**src/rtl/rec_pkg.sv**
```systemverilog
// Shared types and width helpers for the order-driven transfer unit.
// Used by rec_order_xfer and its output register.
package rec_pkg;

  typedef enum logic [1:0] {
    IDLE,
    XFER,
    DRAIN
  } state_t;

  function automatic int clog2p1(input int n);
    return (n < 1) ? 1 : $clog2(n + 1);
  endfunction

  function automatic int cnt_w(input int max_orders);
    return clog2p1(max_orders);
  endfunction

  function automatic int img_w(input int order_imgs);
    return clog2p1(order_imgs);
  endfunction

endpackage

```
**src/rtl/rec_out_reg.sv**
```systemverilog
// Single-entry AXI output register holding {last, data}.
// Loads on accept, holds under back-pressure, drops valid on handshake.
module rec_out_reg #(
  parameter int W = 26
) (
  input  logic         clk,
  input  logic         rst_n,
  input  logic         load,
  input  logic         ready,
  input  logic [W-1:0] d,
  output logic         valid,
  output logic [W-1:0] q
);

  always_ff @(posedge clk or negedge rst_n) begin
    if (!rst_n) begin
      valid <= 1'b0;
      q     <= '0;
    end else if (load) begin
      valid <= 1'b1;
      q     <= d;
    end else if (valid && ready) begin
      valid <= 1'b0;
    end
  end

endmodule

```
**src/rtl/rec_order_xfer.sv**
```systemverilog
// Order-driven transfer unit: moves ORDER_IMGS buffer words per queued
// order to the PS AXI-Stream port, TLAST on the final word of each order.
module rec_order_xfer
  import rec_pkg::*;
#(
  parameter int DATA_W     = 25,
  parameter int ORDER_IMGS = 50,
  parameter int MAX_ORDERS = 5,
  localparam int CNT_W     = cnt_w(MAX_ORDERS),
  localparam int IMG_W     = img_w(ORDER_IMGS)
) (
  input  logic              clk,
  input  logic              rst_n,
  input  logic              rec_en,
  input  logic              order_come,
  input  logic              buf_valid,
  input  logic [DATA_W-1:0] buf_in,
  output logic              send_enB,
  output logic              axi_tvalid,
  output logic [DATA_W-1:0] axi_tdata,
  output logic              axi_tlast,
  input  logic              axi_tready,
  output logic              order_full,
  output logic              order_drop,
  output logic              no_order,
  output logic              sending,
  output logic [CNT_W-1:0]  orders_pending
);

  state_t            state;
  logic [CNT_W-1:0]  order_count;
  logic [CNT_W-1:0]  count_nxt;
  logic [IMG_W-1:0]  rd_cnt;
  logic [IMG_W-1:0]  wr_cnt;
  logic [IMG_W-1:0]  load_idx;
  logic [DATA_W:0]   out_q;
  logic              hs;
  logic              finish;
  logic              accept;
  logic              chain;
  logic              last_word;

  assign hs     = axi_tvalid && axi_tready;
  assign finish = hs && axi_tlast;

  assign order_full     = order_count == CNT_W'(MAX_ORDERS);
  assign no_order       = order_count == '0;
  assign sending        = state != IDLE;
  assign orders_pending = order_count;

  always_comb begin
    count_nxt = order_count;
    if (order_come && !finish && !order_full)
      count_nxt = order_count + 1'b1;
    else if (!order_come && finish)
      count_nxt = order_count - 1'b1;
  end

  // The first word of a queued order is read in the finish cycle,
  // so consecutive orders stream with no gap on the AXI side.
  assign chain = (state == DRAIN) && finish && rec_en &&
                 (count_nxt != '0);

  assign send_enB = ((state == XFER) && rec_en &&
                     (!axi_tvalid || axi_tready)) || chain;
  assign accept   = send_enB && buf_valid;

  assign load_idx  = (state == DRAIN) ? '0 : rd_cnt;
  assign last_word = load_idx == IMG_W'(ORDER_IMGS - 1);

  always_ff @(posedge clk or negedge rst_n) begin
    if (!rst_n) begin
      state       <= IDLE;
      order_count <= '0;
      rd_cnt      <= '0;
      wr_cnt      <= '0;
      order_drop  <= 1'b0;
    end else begin
      order_count <= count_nxt;
      order_drop  <= order_come && order_full && !finish;
      if (hs)
        wr_cnt <= finish ? '0 : wr_cnt + 1'b1;
      case (state)
        IDLE: begin
          if (rec_en && order_count != '0) begin
            state  <= XFER;
            rd_cnt <= '0;
            wr_cnt <= '0;
          end
        end
        XFER: begin
          if (accept) begin
            rd_cnt <= rd_cnt + 1'b1;
            if (last_word)
              state <= DRAIN;
          end
        end
        DRAIN: begin
          if (finish) begin
            rd_cnt <= accept ? IMG_W'(1) : '0;
            if (!chain)
              state <= IDLE;
            else if (accept && last_word)
              state <= DRAIN;
            else
              state <= XFER;
          end
        end
        default: state <= IDLE;
      endcase
    end
  end

  rec_out_reg #(
    .W(DATA_W + 1)
  ) u_out (
    .clk  (clk),
    .rst_n(rst_n),
    .load (accept),
    .ready(axi_tready),
    .d    ({last_word, buf_in}),
    .valid(axi_tvalid),
    .q    (out_q)
  );

  assign axi_tdata = out_q[DATA_W-1:0];
  assign axi_tlast = out_q[DATA_W] && axi_tvalid;

  a_order_len : assert property (@(posedge clk) disable iff (!rst_n)
    finish |-> wr_cnt == IMG_W'(ORDER_IMGS - 1));

endmodule
```
**config.mk**
```make
export PLATFORM = sky130hd
export DESIGN_NAME = rec_order_xfer
export DESIGN_NICKNAME = d
export VERILOG_FILES = /design/src/rtl/rec_pkg.sv /design/src/rtl/rec_out_reg.sv /design/src/rtl/rec_order_xfer.sv
export SDC_FILE = /design/constraint.sdc
export NUM_CORES = 1
export LEC_CHECK = 0
export BUFFER_PORTS_ARGS = -buffer_cell sky130_fd_sc_hd__buf_2
export CAP_MARGIN = 20
export CORE_UTILIZATION = 55
export DETAILED_ROUTE_END_ITERATION = 16
export PLACE_DENSITY = 0.87
export SYNTH_ARGS = -nofsm -noshare
export SYNTH_HDL_FRONTEND = slang
export SYNTH_HIERARCHICAL = 1
export SYNTH_SLANG_ARGS = --single-unit
```
**constraint.sdc**
```tcl
create_clock -name clk -period 3.5 [get_ports clk]
set_input_delay 0.35 -clock clk [delete_from_list [all_inputs] [get_ports clk]]
set_output_delay 0.35 -clock clk [all_outputs]
set_load 0.01 [all_outputs]
```
== Word-level counts from Yosys, hierarchy flattened ==
Cells that the tools add are included.

* Logic and storage cells: 65
* Register bits after elaboration: 39
* Bits of input ports: 31
* Output and inout port bits: 35

* Equal/unequal tests: 8
* Add/subtract/negate cells: 3
* Reduce and logical (&&, ||, !) cells: 31
* Muxes and demuxes: 17

{| class="wikitable"
|+ Operators by type and width
! cell !! count
|-
| $mux W6 || 4
|-
| $pmux W6 S3 || 1
|-
| $logic_and A1 B1 Y1 || 16
|-
| $mux W2 || 6
|-
| $reduce_bool A3 Y1 || 3
|-
| $ne A2 B2 Y1 const B || 4
|-
| $reduce_and A4 Y1 || 2
|-
| $add A6 B1 Y6 const B || 1
|-
| $eq A6 B6 Y1 const B || 1
|-
| $mux W3 || 2
|-
| $pmux W2 S3 || 1
|-
| $logic_not A1 Y1 || 4
|-
| $reduce_bool A2 Y1 || 2
|-
| $add A3 B1 Y3 const B || 1
|-
| $eq A3 B3 Y1 const B || 1
|-
| $logic_not A3 Y1 || 1
|-
| $mux W1 || 3
|-
| $sub A3 B1 Y3 const B || 1
|-
| $eq A2 B1 Y1 const B || 1
|-
| $eq A2 B2 Y1 const B || 1
|-
| $logic_not A2 Y1 || 1
|-
| $logic_or A1 B1 Y1 || 2
|}

== Depth between registers and ports, before layout ==
Gate-level depths: netlist of the first run.

* Word-level depth: 15
* Gate-level depth with buffers: 9
* Gate-level depth less buffers: 8

== By module ==
The synthesis of the first run kept the hierarchy.

{| class="wikitable"
|+ Modules (own cells, without submodules)
! module !! cells an instance !! sequential area each (sq um) !! area each (sq um) !! times used
|-
| rec_out_reg || 58 || 675.6 || 1102.3 || 1
|-
| rec_order_xfer || 109 || 300.3 || 991.0 || 1
|}

== Worst setup path before layout of the first run ==
Ideal clock, no wire load.

* Path kind: reg2reg
* Start: register order_count[0], in the netlist orders_pending[0]
* End: register u_out.q[10]
* Data arrival time: 2.297 ns
* Clock period less this slack: 2.422 ns
* Path slack: 1.078 ns
* Stages on the path, launching flop included: 10
* Setup time: 0.125 ns
* Buffers on the path: 2
* Required time: 3.375 ns
* Cells stage by stage: dfrtp_1 > inv_1 > ha_1 > and2b_2 > mux2_4 > o211ai_2 > o21a_2 > buf_6 > buf_12 > mux2_4

* Cells in the longest elaborated chain, start to end: 8
* Elaborated cells on any way between the ends: 11
* Those cells by class: add/sub (2); eq/ne (1); mux (2); reduce/logical (6)

{| class="wikitable"
|+ Ends and longest elaborated chain
! item !! line !! RTL
|-
| start, declared || rec_order_xfer.sv:31 || <nowiki>logic [CNT_W-1:0] order_count;</nowiki>
|-
| start signal, assigned || rec_order_xfer.sv:79 || <nowiki>order_count <= count_nxt;</nowiki>
|-
| parallel branches: the longest is 3 deep, another holds $sub A3 B1 Y3 || -- ||
|-
| $mux W3 * || rec_order_xfer.sv:53 || <nowiki>if (order_come && !finish && !order_full)</nowiki>
|-
| $reduce_bool A3 Y1 * || rec_order_xfer.sv:62 || <nowiki>(count_nxt != '0);</nowiki>
|-
| $logic_and A1 B1 Y1 * || rec_order_xfer.sv:61 || <nowiki>assign chain = (state == DRAIN) && finish && rec_en &&</nowiki>
|-
| $logic_or A1 B1 Y1 * || rec_order_xfer.sv:65 || <nowiki>(!axi_tvalid || axi_tready)) || chain;</nowiki>
|-
| $logic_and A1 B1 Y1 * || rec_order_xfer.sv:66 || <nowiki>assign accept = send_enB && buf_valid;</nowiki>
|-
| net accept || rec_order_xfer.sv:39 || <nowiki>logic accept;</nowiki>
|-
| end signal, assigned || rec_out_reg.sv:18 || <nowiki>q <= '0;</nowiki>
|-
| end signal, assigned || rec_out_reg.sv:21 || <nowiki>q <= d;</nowiki>
|-
| end, declared || rec_out_reg.sv:12 || <nowiki>output logic [W-1:0] q</nowiki>
|}

Mark *: on every way through the listed nets, which the timed path passes.
A chain may end at the register's enable or synchronous reset.

== Worst setup path in the final report of the first run ==
* Start: register order_count[0], in the netlist orders_pending[0]
* End: register rd_cnt[3]

* Cells in the longest elaborated chain, start to end: 10
* Elaborated cells on any way between the ends: 16
* Those cells by class: add/sub (2); eq/ne (3); mux (2); reduce/logical (9)

{| class="wikitable"
|+ Ends and longest elaborated chain
! item !! line !! RTL
|-
| parallel branches: the longest is 3 deep, another holds $sub A3 B1 Y3 || -- ||
|-
| $mux W3 * || rec_order_xfer.sv:53 ||
|-
| $reduce_bool A3 Y1 * || rec_order_xfer.sv:62 ||
|-
| $logic_and A1 B1 Y1 * || rec_order_xfer.sv:61 ||
|-
| $logic_or A1 B1 Y1 * || rec_order_xfer.sv:65 ||
|-
| $logic_and A1 B1 Y1 * || rec_order_xfer.sv:66 ||
|-
| net accept || rec_order_xfer.sv:39 ||
|-
| $ne A2 B2 Y1 (no source line) * || -- ||
|-
| $reduce_and A4 Y1 (no source line) * || -- ||
|-
| end signal, assigned || rec_order_xfer.sv:93 || <nowiki>rd_cnt <= rd_cnt + 1'b1;</nowiki>
|-
| end signal, assigned || rec_order_xfer.sv:100 || <nowiki>rd_cnt <= accept ? IMG_W'(1) : '0;</nowiki>
|-
| end, declared || rec_order_xfer.sv:33 || <nowiki>logic [IMG_W-1:0] rd_cnt;</nowiki>
|}

Marked as above.

==> results.json, run 1 <==
{
  "status": "complete, no violations",
  "holdBufCountCts": 0,
  "drt_first_iter_violations": 56,
  "wl_per_cell_um": 14.66,
  "portBuffers": 65,
  "syn_inst": 167,
  "htreeDepth": 2,
  "syn_area_per_cell_sq_um": 12.53,
  "reg2reg_depth": 9,
  "syn-num-nets": 207,
  "yosysWarnings": 6,
  "yosys.cell_types.count": 50,
  "multiInputGateArea_sq_um": 1027,
  "cts_root_buf": "clkbuf_8",
  "hpwlAfterDp_mm": 2.938,
  "grt_max_degree": 40,
  "synth_most_common_cell": "dfrtp_1",
  "clk_path_buf_depth": 2,
  "cts_sinks": 39,
  "cp_data_required_time_ps": 3680,
  "cts_tree": "yes",
  "vias_per_cell": 5.521,
  "yosys-top-cells-area": "dfrtp_1, mux2_4, ha_1, mux2_2, nand2_1",
  "slew_violations": 0,
  "netlist.area_leader.share_pct": 46.62,
  "insertedDiodeCount": 0,
  "cp-start-kind": "flip-flop",
  "initial_utilization_pct": 57.18,
  "layout-drive-gt1-share_pct": 47.46,
  "vias": 1568,
  "tns_ps": 0,
  "numCtsBuffers": 5,
  "grt.busiest_layer": "met2",
  "power.density_nw_per_um2": 810.4,
  "regArea_sq_um": 975.9,
  "fillers": 275,
  "synth_flop_cell": "dfrtp_1",
  "met3_usage_pct": 7.971,
  "worst_slew_pin_slew_ps": 826.5,
  "setup_viol": 0,
  "seq_area_frac_synth_pct": 46.62,
  "place_congestion": 0.8166,
  "rows": 22,
  "cp-end-kind": "flip-flop",
  "relSlewSlack_pct": 44.90,
  "grt_first_pass_wirelength_mm": 6.755,
  "place_ws_ps": 808.7,
  "final_util_pct": 68.59,
  "drcViolationCount": 0,
  "post-route-period-util_pct": 77.95,
  "antenna_found_initial": 0,
  "post-cts-setup-buffer-count": 0,
  "crit_fanout": 33,
  "dpl.cell_count": 276,
  "synth_edf_count": 0,
  "overflow": 0,
  "synth_area_leader_cell": "dfrtp_1",
  "syn-cell-area_sq_um": 2093,
  "synthTopCellsByCount": "dfrtp_1, mux2_4, nand2_1",
  "fmax_mhz": 366.5,
  "vdd_drop_max_v": 0.0004373,
  "drv_cap": 0,
  "grtUsageMet1_pct": 27.39,
  "path_class": "flip-flop to flip-flop",
  "cp_data_arrival_time_ps": 2900,
  "coreArea_sq_um": 3661,
  "fp.dieH_um": 63.69,
  "fin_cells": 284,
  "dr.pass1.iters": 5,
  "dieArea_sq_um": 4056,
  "grtUsageTotal_pct": 22.02,
  "hold_path_class": "input pin to async pin",
  "grt_pass1_vias": 1478,
  "power.leakage_nw": 1.273,
  "synthArstFlopShare_pct": 100.0,
  "finalCriticalPeriod_ps": 2728,
  "nNetsFinal": 275,
  "drt-total-wl_mm": 4.164,
  "fin_worst_skew_ps": 6.185,
  "ys_ff_latch": 39,
  "ctsResizeCount": 0,
  "syn_to_final_growth_pct": 19.96,
  "setup_ws_ps": 771.7,
  "dieWidth_um": 63.69,
  "final_hold_viol_count": 0,
  "clk_pin_slew_ps": 70,
  "io_pins": 66,
  "rsz0062_at_grt": "no",
  "clk_latency_ps": 290,
  "use_met2_pct": 34.97,
  "final_antenna_net_count": 0
}
routing by layer:
layer | wire [um] | vias up
met3 | 232 | 6
met1 | 1834 | 764
met2 | 2040 | 53
li1 | - | 745
met5 | 0 | -
met4 | 57 | 0
cells in the final DEF (no fill, tap or decap), drive strengths merged, types with 3 or more instances in the layout:
cell type,instances
buf,66
dfrtp,39
mux2,28
nand2,15
ha,9
inv,8
nand3,6
clkbuf,6
o21ai,6
o211ai,5
a21boi,3
a21oi,3
and3,3
stage by stage:
step / power [mW] / hold WS (ps) / instance area (sq um)
final: 2.035 / 151.6 / 2511
after global routing: 2.170 / 227.4 / 2511
after CTS: 2.050 / 188.6 / 2511
after detailed placement: 1.750 / 490.9 / 2426
after global placement: 1.709 / 485.6 / 2426
after floorplan: 1.433 / 54.41 / 2093
worst paths after layout:
kind	from	to	slack [ps]
setup / recovery	orders_pending[0]	rd_cnt[3]	770
min in group clk	buf_in[14]	u_out/q[14]	280
hold reg to reg	u_out/q[1]	u_out/q[1]	500
hold / removal	rst_n	order_drop	150
setup reg to reg	orders_pending[0]	rd_cnt[3]	770
max in group asynchronous	rst_n	u_out/q[0]	2830
registers in the layout, indices dropped and copies added (netlist names):
register / count
orders_pending: 3
u_out/q: 26
u_out/valid: 1
state: 2
order_drop: 1
rd_cnt: 6
logic make-up (layout without fill, tap and decap cells):
| kind of cell | after synthesis | after routing | synth area share (%) |
|---|---|---|---|
| and+or+nand+nor | 42 | 42 | 11.12 |
| DFF | 39 | 39 | 46.62 |
| AOI/OAI and AO/OA | 34 | 34 | 13.03 |
| muxes | 29 | 29 | 19.13 |
| buffers and inverters | 13 | 82 | 4.303 |
| adders and majority gates | 9 | 9 | 5.380 |
| xor gates and xnor gates | 1 | 1 | 0.4185 |
layout make-up:
class	count	area share [%]
Tap cell	48	2.392
Sequential cell	39	38.86
Clock buffer	6	2.890
Clock inverter	2	0.4983
Timing Repair Buffer	66	13.25
Inverter	8	1.196
Multi-Input combinational cell	115	40.91
critical path, cell delays in order (launching register included):
cell and delay [ps]:
dfrtp_1 470, inv_1 130, ha_1 350, and2b_2 230, mux2_4 270, o211ai_2 160
o21a_2 140, buf_4 430, a21oi_1 120, a211o_1 290
power breakdown:
group / internal (mW) / switching, mW / total, mW / leakage [nW]
Clock: 0.139 / 0.154 / 0.293 / 0.0412
Sequential: 0.633 / 0.122 / 0.755 / 0.487
Combinational: 0.514 / 0.473 / 0.987 / 0.744
Total: 1.29 / 0.749 / 2.04 / 1.27
No activity file was read; power rests on OpenSTA's default activity.
==> run 2, diff against run 1 <==
--- a/config.mk
+++ b/config.mk
@@ -7,9 +7,9 @@
 export LEC_CHECK = 0
 export BUFFER_PORTS_ARGS = -buffer_cell sky130_fd_sc_hd__buf_2
 export CAP_MARGIN = 20
-export CORE_UTILIZATION = 55
+export CORE_UTILIZATION = 46
 export DETAILED_ROUTE_END_ITERATION = 16
-export PLACE_DENSITY = 0.87
+export PLACE_DENSITY = 0.78
 export SYNTH_ARGS = -nofsm -noshare
 export SYNTH_HDL_FRONTEND = slang
 export SYNTH_HIERARCHICAL = 1
==> constraint.sdc (replaced) <==
create_clock -name clk -period 2.3 [get_ports clk]
set_input_delay 0.23 -clock clk [delete_from_list [all_inputs] [get_ports clk]]
set_output_delay 0.23 -clock clk [all_outputs]
set_load 0.01 [all_outputs]
==> run 2 against run 1 <==
Register-to-register slack lost 700 ps. The flow now finishes with violations (DRC). Utilization shrank 6.0 points. Count of clock-buffer cells in the layout is the same. Die area grew 19%.
==> results.json, run 2 (same netlist as run 1, synthesis figures left out) <==
{
  "fp.dieH_um": 69.46,
  "place_ws_ps": 45.70,
  "largest_reg_flops": 26,
  "reg2reg_depth": 7,
  "hpwlAfterDp_mm": 3.322,
  "grt.busiest_layer": "met2",
  "final_hold_viol_count": 0,
  "drt-total-wl_mm": 4.612,
  "status": "finished with violations",
  "p_switching_mw": 1.211,
  "antenna_found_initial": 0,
  "design_area_sq_um": 2726,
  "cp_data_required_time_ps": 2070,
  "grt_max_degree": 40,
  "io_pins": 66,
  "met3_usage_pct": 4.506,
  "dieWidth_um": 69.46,
  "slew_violations": 0,
  "final_common_cell": "buf_2",
  "grtUsageMet1_pct": 24.55,
  "fin_worst_skew_ps": 6.910,
  "power.leakage_nw": 1.349,
  "setup_ws_ps": 70.29,
  "initial_utilization_pct": 48.07,
  "violations": "DRC",
  "insertedDiodeCount": 0,
  "grtUsageTotal_pct": 20.14,
  "layout-drive-gt1-share_pct": 53.66,
  "place_area_sq_um": 2534,
  "crit_fanout": 4,
  "nNetsFinal": 285,
  "drv_cap": 0,
  "overflow": 0,
  "p_clk_share_pct": 19.0,
  "fin_cells": 298,
  "cts_sinks": 39,
  "holdBufCountCts": 0,
  "cts_tree": "yes",
  "hold_path_class": "input pin to async pin",
  "vdd_drop_max_v": 0.0006439,
  "vias_per_cell": 5.544,
  "cp_data_arrival_time_ps": 2000,
  "finalCriticalPeriod_ps": 2230,
  "final_util_pct": 62.61,
  "tns_ps": 0,
  "path_class": "flip-flop to output port",
  "coreArea_sq_um": 4354,
  "fmax_mhz": 448.5,
  "p_int_mw": 2.320,
  "grt_pass1_vias": 1616,
  "comb_power_share_pct": 48.2,
  "portBuffers": 65,
  "worst_slew_pin_slew_ps": 876.5,
  "drcViolationCount": 1,
  "htreeDepth": 2,
  "power.density_nw_per_um2": 1295,
  "grt_first_pass_wirelength_mm": 7.659,
  "cts_root_buf": "clkbuf_8",
  "dr.pass1.iters": 10,
  "rsz0062_at_grt": "yes",
  "whs_ps": 43.81,
  "drt_first_iter_violations": 92,
  "p_seq_share_pct": 32.8,
  "swShare_pct": 34.30,
  "use_met2_pct": 34.52,
  "wl_per_cell_um": 15.48,
  "clk_latency_ps": 290,
  "post-route-period-util_pct": 96.94,
  "p_total_mw": 3.531,
  "numCtsBuffers": 5,
  "syn_to_final_growth_pct": 30.24,
  "place_congestion": 0.8523,
  "cp-start-kind": "flip-flop",
  "rows": 24,
  "relSlewSlack_pct": 41.57,
  "dieArea_sq_um": 4824,
  "vias": 1652,
  "dpl.cell_count": 288,
  "cp-end-kind": "output port",
  "fillers": 360,
  "setup_viol": 0,
  "max_flop_register": "u_out/q",
  "final_antenna_net_count": 0,
  "final_cell_mix": "buf_2, dfrtp_1, mux2_4",
  "clk_path_buf_depth": 2,
  "clk_pin_slew_ps": 80
}
-- run 2: cell type report --
type | instances | area (sq um) | share of cell area, %
Multi-Input combinational cell | 115 | 1084 | 39.74
Sequential cell | 39 | 978.4 | 35.89
Timing Repair Buffer | 76 | 436.7 | 16.02
Clock buffer | 6 | 72.57 | 2.662
Tap cell | 52 | 65.06 | 2.386
Clock inverter | 2 | 60.06 | 2.203
Inverter | 8 | 30.03 | 1.101
-- run 2: per-layer routing --
| layer | wire, um | share of wire [%] | up-vias |
|---|---|---|---|
| met5 | 0 | 0 | - |
| met4 | 62 | 1.3 | 0 |
| met3 | 207 | 4.5 | 6 |
| met2 | 2459 | 53 | 48 |
| met1 | 1883 | 41 | 830 |
| li1 | - | - | 768 |
-- run 2: repair_timing --
action | in CTS | in global routing
endpoints found under the setup margin | 1 | 28
endpoints found under the hold margin | 0 | 0
setup buffers | 0 | 2
pin swaps | 0 | 4
resized for setup | 1 | 7
-- run 2: power groups by stage --
stage               clock network, mW  registers, mW  logic [mW]
finish                          0.671           1.16        1.70
global route                    0.706           1.20        1.85
CTS                             0.686           1.16        1.66
global placement                    0           1.15        1.60
floorplan                           0           1.28       0.925
detailed placement                  0           1.16        1.64
-- run 2: path summary, 6_finish.rpt --
path                                           to  slack, ps               from
worst min register to register         u_out/q[2]        500         u_out/q[2]
min in group clk                       u_out/q[9]        160          buf_in[9]
worst max register to register        u_out/q[21]         70  orders_pending[0]
worst min-delay path                   u_out/q[9]         40              rst_n
max in group asynchronous       orders_pending[0]       1650              rst_n
worst max-delay path                     send_enB         70  orders_pending[0]
-- run 2: worst max-delay path, cell delays in order, from the launching register on --
cell and delay [ps]:
dfrtp_2 430, inv_2 90, buf_6 100, ha_4 110
nand4_1 160, o221ai_2 270, o21ai_4 110, o21bai_1 190
nand2_1 90, buf_2 160
==> run 3, diff against run 2 <==
--- a/config.mk
+++ b/config.mk
@@ -7,9 +7,11 @@
 export LEC_CHECK = 0
 export BUFFER_PORTS_ARGS = -buffer_cell sky130_fd_sc_hd__buf_2
 export CAP_MARGIN = 20
+export CORE_ASPECT_RATIO = 1.2
 export CORE_UTILIZATION = 46
 export DETAILED_ROUTE_END_ITERATION = 16
 export PLACE_DENSITY = 0.78
+export REMOVE_ABC_BUFFERS = 1
 export SYNTH_ARGS = -nofsm -noshare
 export SYNTH_HDL_FRONTEND = slang
 export SYNTH_HIERARCHICAL = 1
==> run 3 against run 2 <==
The run now ends clean. Critical path type is now flip-flop to flip-flop. Maximum frequency down 0.19%. Global-route usage is 2.1 points lower. Clock power fell by 34%.
==> results.json, run 3 (same netlist as run 1, synthesis figures left out) <==
{
  "drt_first_iter_violations": 61,
  "overflow": 0,
  "place_congestion": 0.8500,
  "portBuffers": 65,
  "cts_root_buf": "clkbuf_8",
  "slew_violations": 0,
  "final_antenna_net_count": 0,
  "comb_power_share_pct": 50.9,
  "cts_sinks": 39,
  "p_switching_mw": 1.150,
  "layout-drive-gt1-share_pct": 50.00,
  "dieArea_sq_um": 4825,
  "vias": 1600,
  "status": "complete, no violations",
  "clk_path_buf_depth": 2,
  "vias_per_cell": 5.298,
  "cp_data_required_time_ps": 2470,
  "drcViolationCount": 0,
  "wl_per_cell_um": 14.02,
  "dieWidth_um": 63.58,
  "final_hold_viol_count": 0,
  "grt_pass1_vias": 1530,
  "cpPeakStageDelay_ps": 370,
  "drv_cap": 0,
  "initial_utilization_pct": 48.38,
  "grt_first_pass_wirelength_mm": 6.624,
  "numCtsBuffers": 5,
  "nNetsFinal": 285,
  "clk_pin_slew_ps": 80,
  "cts_tree": "yes",
  "cp-end-kind": "flip-flop",
  "p_clk_share_pct": 13.7,
  "swShare_pct": 35.68,
  "fp.dieH_um": 75.90,
  "fin_worst_skew_ps": 5.412,
  "reg2reg_depth": 8,
  "p_seq_share_pct": 35.5,
  "syn_to_final_growth_pct": 25.76,
  "power.leakage_nw": 1.331,
  "antenna_found_initial": 0,
  "htreeDepth": 2,
  "rows": 26,
  "final_util_pct": 60.84,
  "p_int_mw": 2.074,
  "io_pins": 66,
  "finalCriticalPeriod_ps": 2234,
  "cp-start-kind": "flip-flop",
  "grt_max_degree": 40,
  "clk_latency_ps": 290,
  "worst_slew_pin_slew_ps": 840.2,
  "hpwlAfterDp_mm": 2.989,
  "relSlewSlack_pct": 43.98,
  "fmax_mhz": 447.7,
  "coreArea_sq_um": 4327,
  "power.density_nw_per_um2": 1225,
  "setup_viol": 0,
  "rsz0062_at_grt": "yes",
  "post-route-period-util_pct": 97.13,
  "dr.pass1.iters": 4,
  "grtUsageTotal_pct": 18.00,
  "insertedDiodeCount": 0,
  "path_cells": "inv_1 -> ha_1 -> and2b_2 -> mux2_4 -> o211ai_2 -> o21a_2 -> buf_12 -> mux2_2",
  "largest_reg_flops": 26,
  "vdd_drop_max_v": 0.0005033,
  "hold_path_class": "input pin to async pin",
  "crit_fanout": 17,
  "path_class": "flip-flop to flip-flop",
  "p_total_mw": 3.224,
  "cp_data_arrival_time_ps": 2410,
  "final_cell_mix": "buf_2, dfrtp_1, mux2_4",
  "final_common_cell": "buf_2",
  "cp_slowest_cell": "dfrtp_1",
  "max_flop_register": "u_out/q",
  "drt-total-wl_mm": 4.235
}
-- run 3: cell count changes in the layout (fill, tap and decap cells not counted), sizes merged --
cell / change
clkbuf: +1
buf: -1
clkinvlp: +1
bufinv: -2
clkinv: +1
-- run 3: metrics by stage --
stage | std cells | worst slack [ps] | hold slack (ps) | setup TNS (ps) | instance area [sq um]
global route | 302 | -41.11 | 119.4 | -546.3 | 2633
detailed placement | 292 | 49.85 | 396.9 | 0 | 2509
floorplan | 162 | -374.8 | -65.59 | -10160 | 2033
finish | 302 | 66.12 | 45.61 | 0 | 2633
CTS | 300 | 38.09 | 78.51 | 0 | 2594
global placement | 292 | 115.6 | 389.4 | 0 | 2509
-- run 3: critical path: cells and delay by family, from the launching register on --
family                   cells  cell delay [ps]
adder cells (fa/ha/maj)      1              290
AO/OA/AOI/OAI                2              370
buffers and inverters        2              250
AND/OR/NAND/NOR              1              210
flip-flops                   1              370
multiplexers                 2              620
-- run 3: metal layers --
metal	up-vias	wire length (um)	GRT usage, %
met5	-	0	0
met4	0	62	7.576
met3	5	174	3.743
met2	45	2115	32.74
met1	783	1883	20.78
li1	767	-	-
-- run 3: power groups by stage --
stage	clock [mW]	sequential, mW	combinational [mW]
2_1_floorplan	0	1.28	0.870
3_3_place_gp	0	1.14	1.58
3_5_place_dp	0	1.14	1.63
4_1_cts	0.460	1.14	1.63
5_1_grt	0.491	1.18	1.79
6_report	0.441	1.14	1.64
-- run 3: area by class of cell --
class	count	area (sq um)
Clock buffer	6	72.57
Tap cell	56	70.07
Multi-Input combinational cell	115	1033
Timing Repair Buffer	76	437.9
Fill cell	382	1694
Clock inverter	2	12.51
Inverter	8	30.03
Sequential cell	39	975.9
-- run 3: what timing repair did --
action,CTS,global route
hold buffers,0,0
setup buffers,0,1
gates resized for setup,0,1
endpoints found under the setup margin,0,32
-- run 3: final timing paths --
kind / from / slack, ps / endpoint
hold / removal: rst_n / 50 / rd_cnt[3]
max in group asynchronous: rst_n / 1720 / u_out/q[21]
min in group clk: buf_in[0] / 170 / u_out/q[0]
setup reg to reg: orders_pending[0] / 70 / u_out/q[25]
setup / recovery: orders_pending[0] / 70 / u_out/q[25]
hold reg to reg: u_out/q[2] / 500 / u_out/q[2]
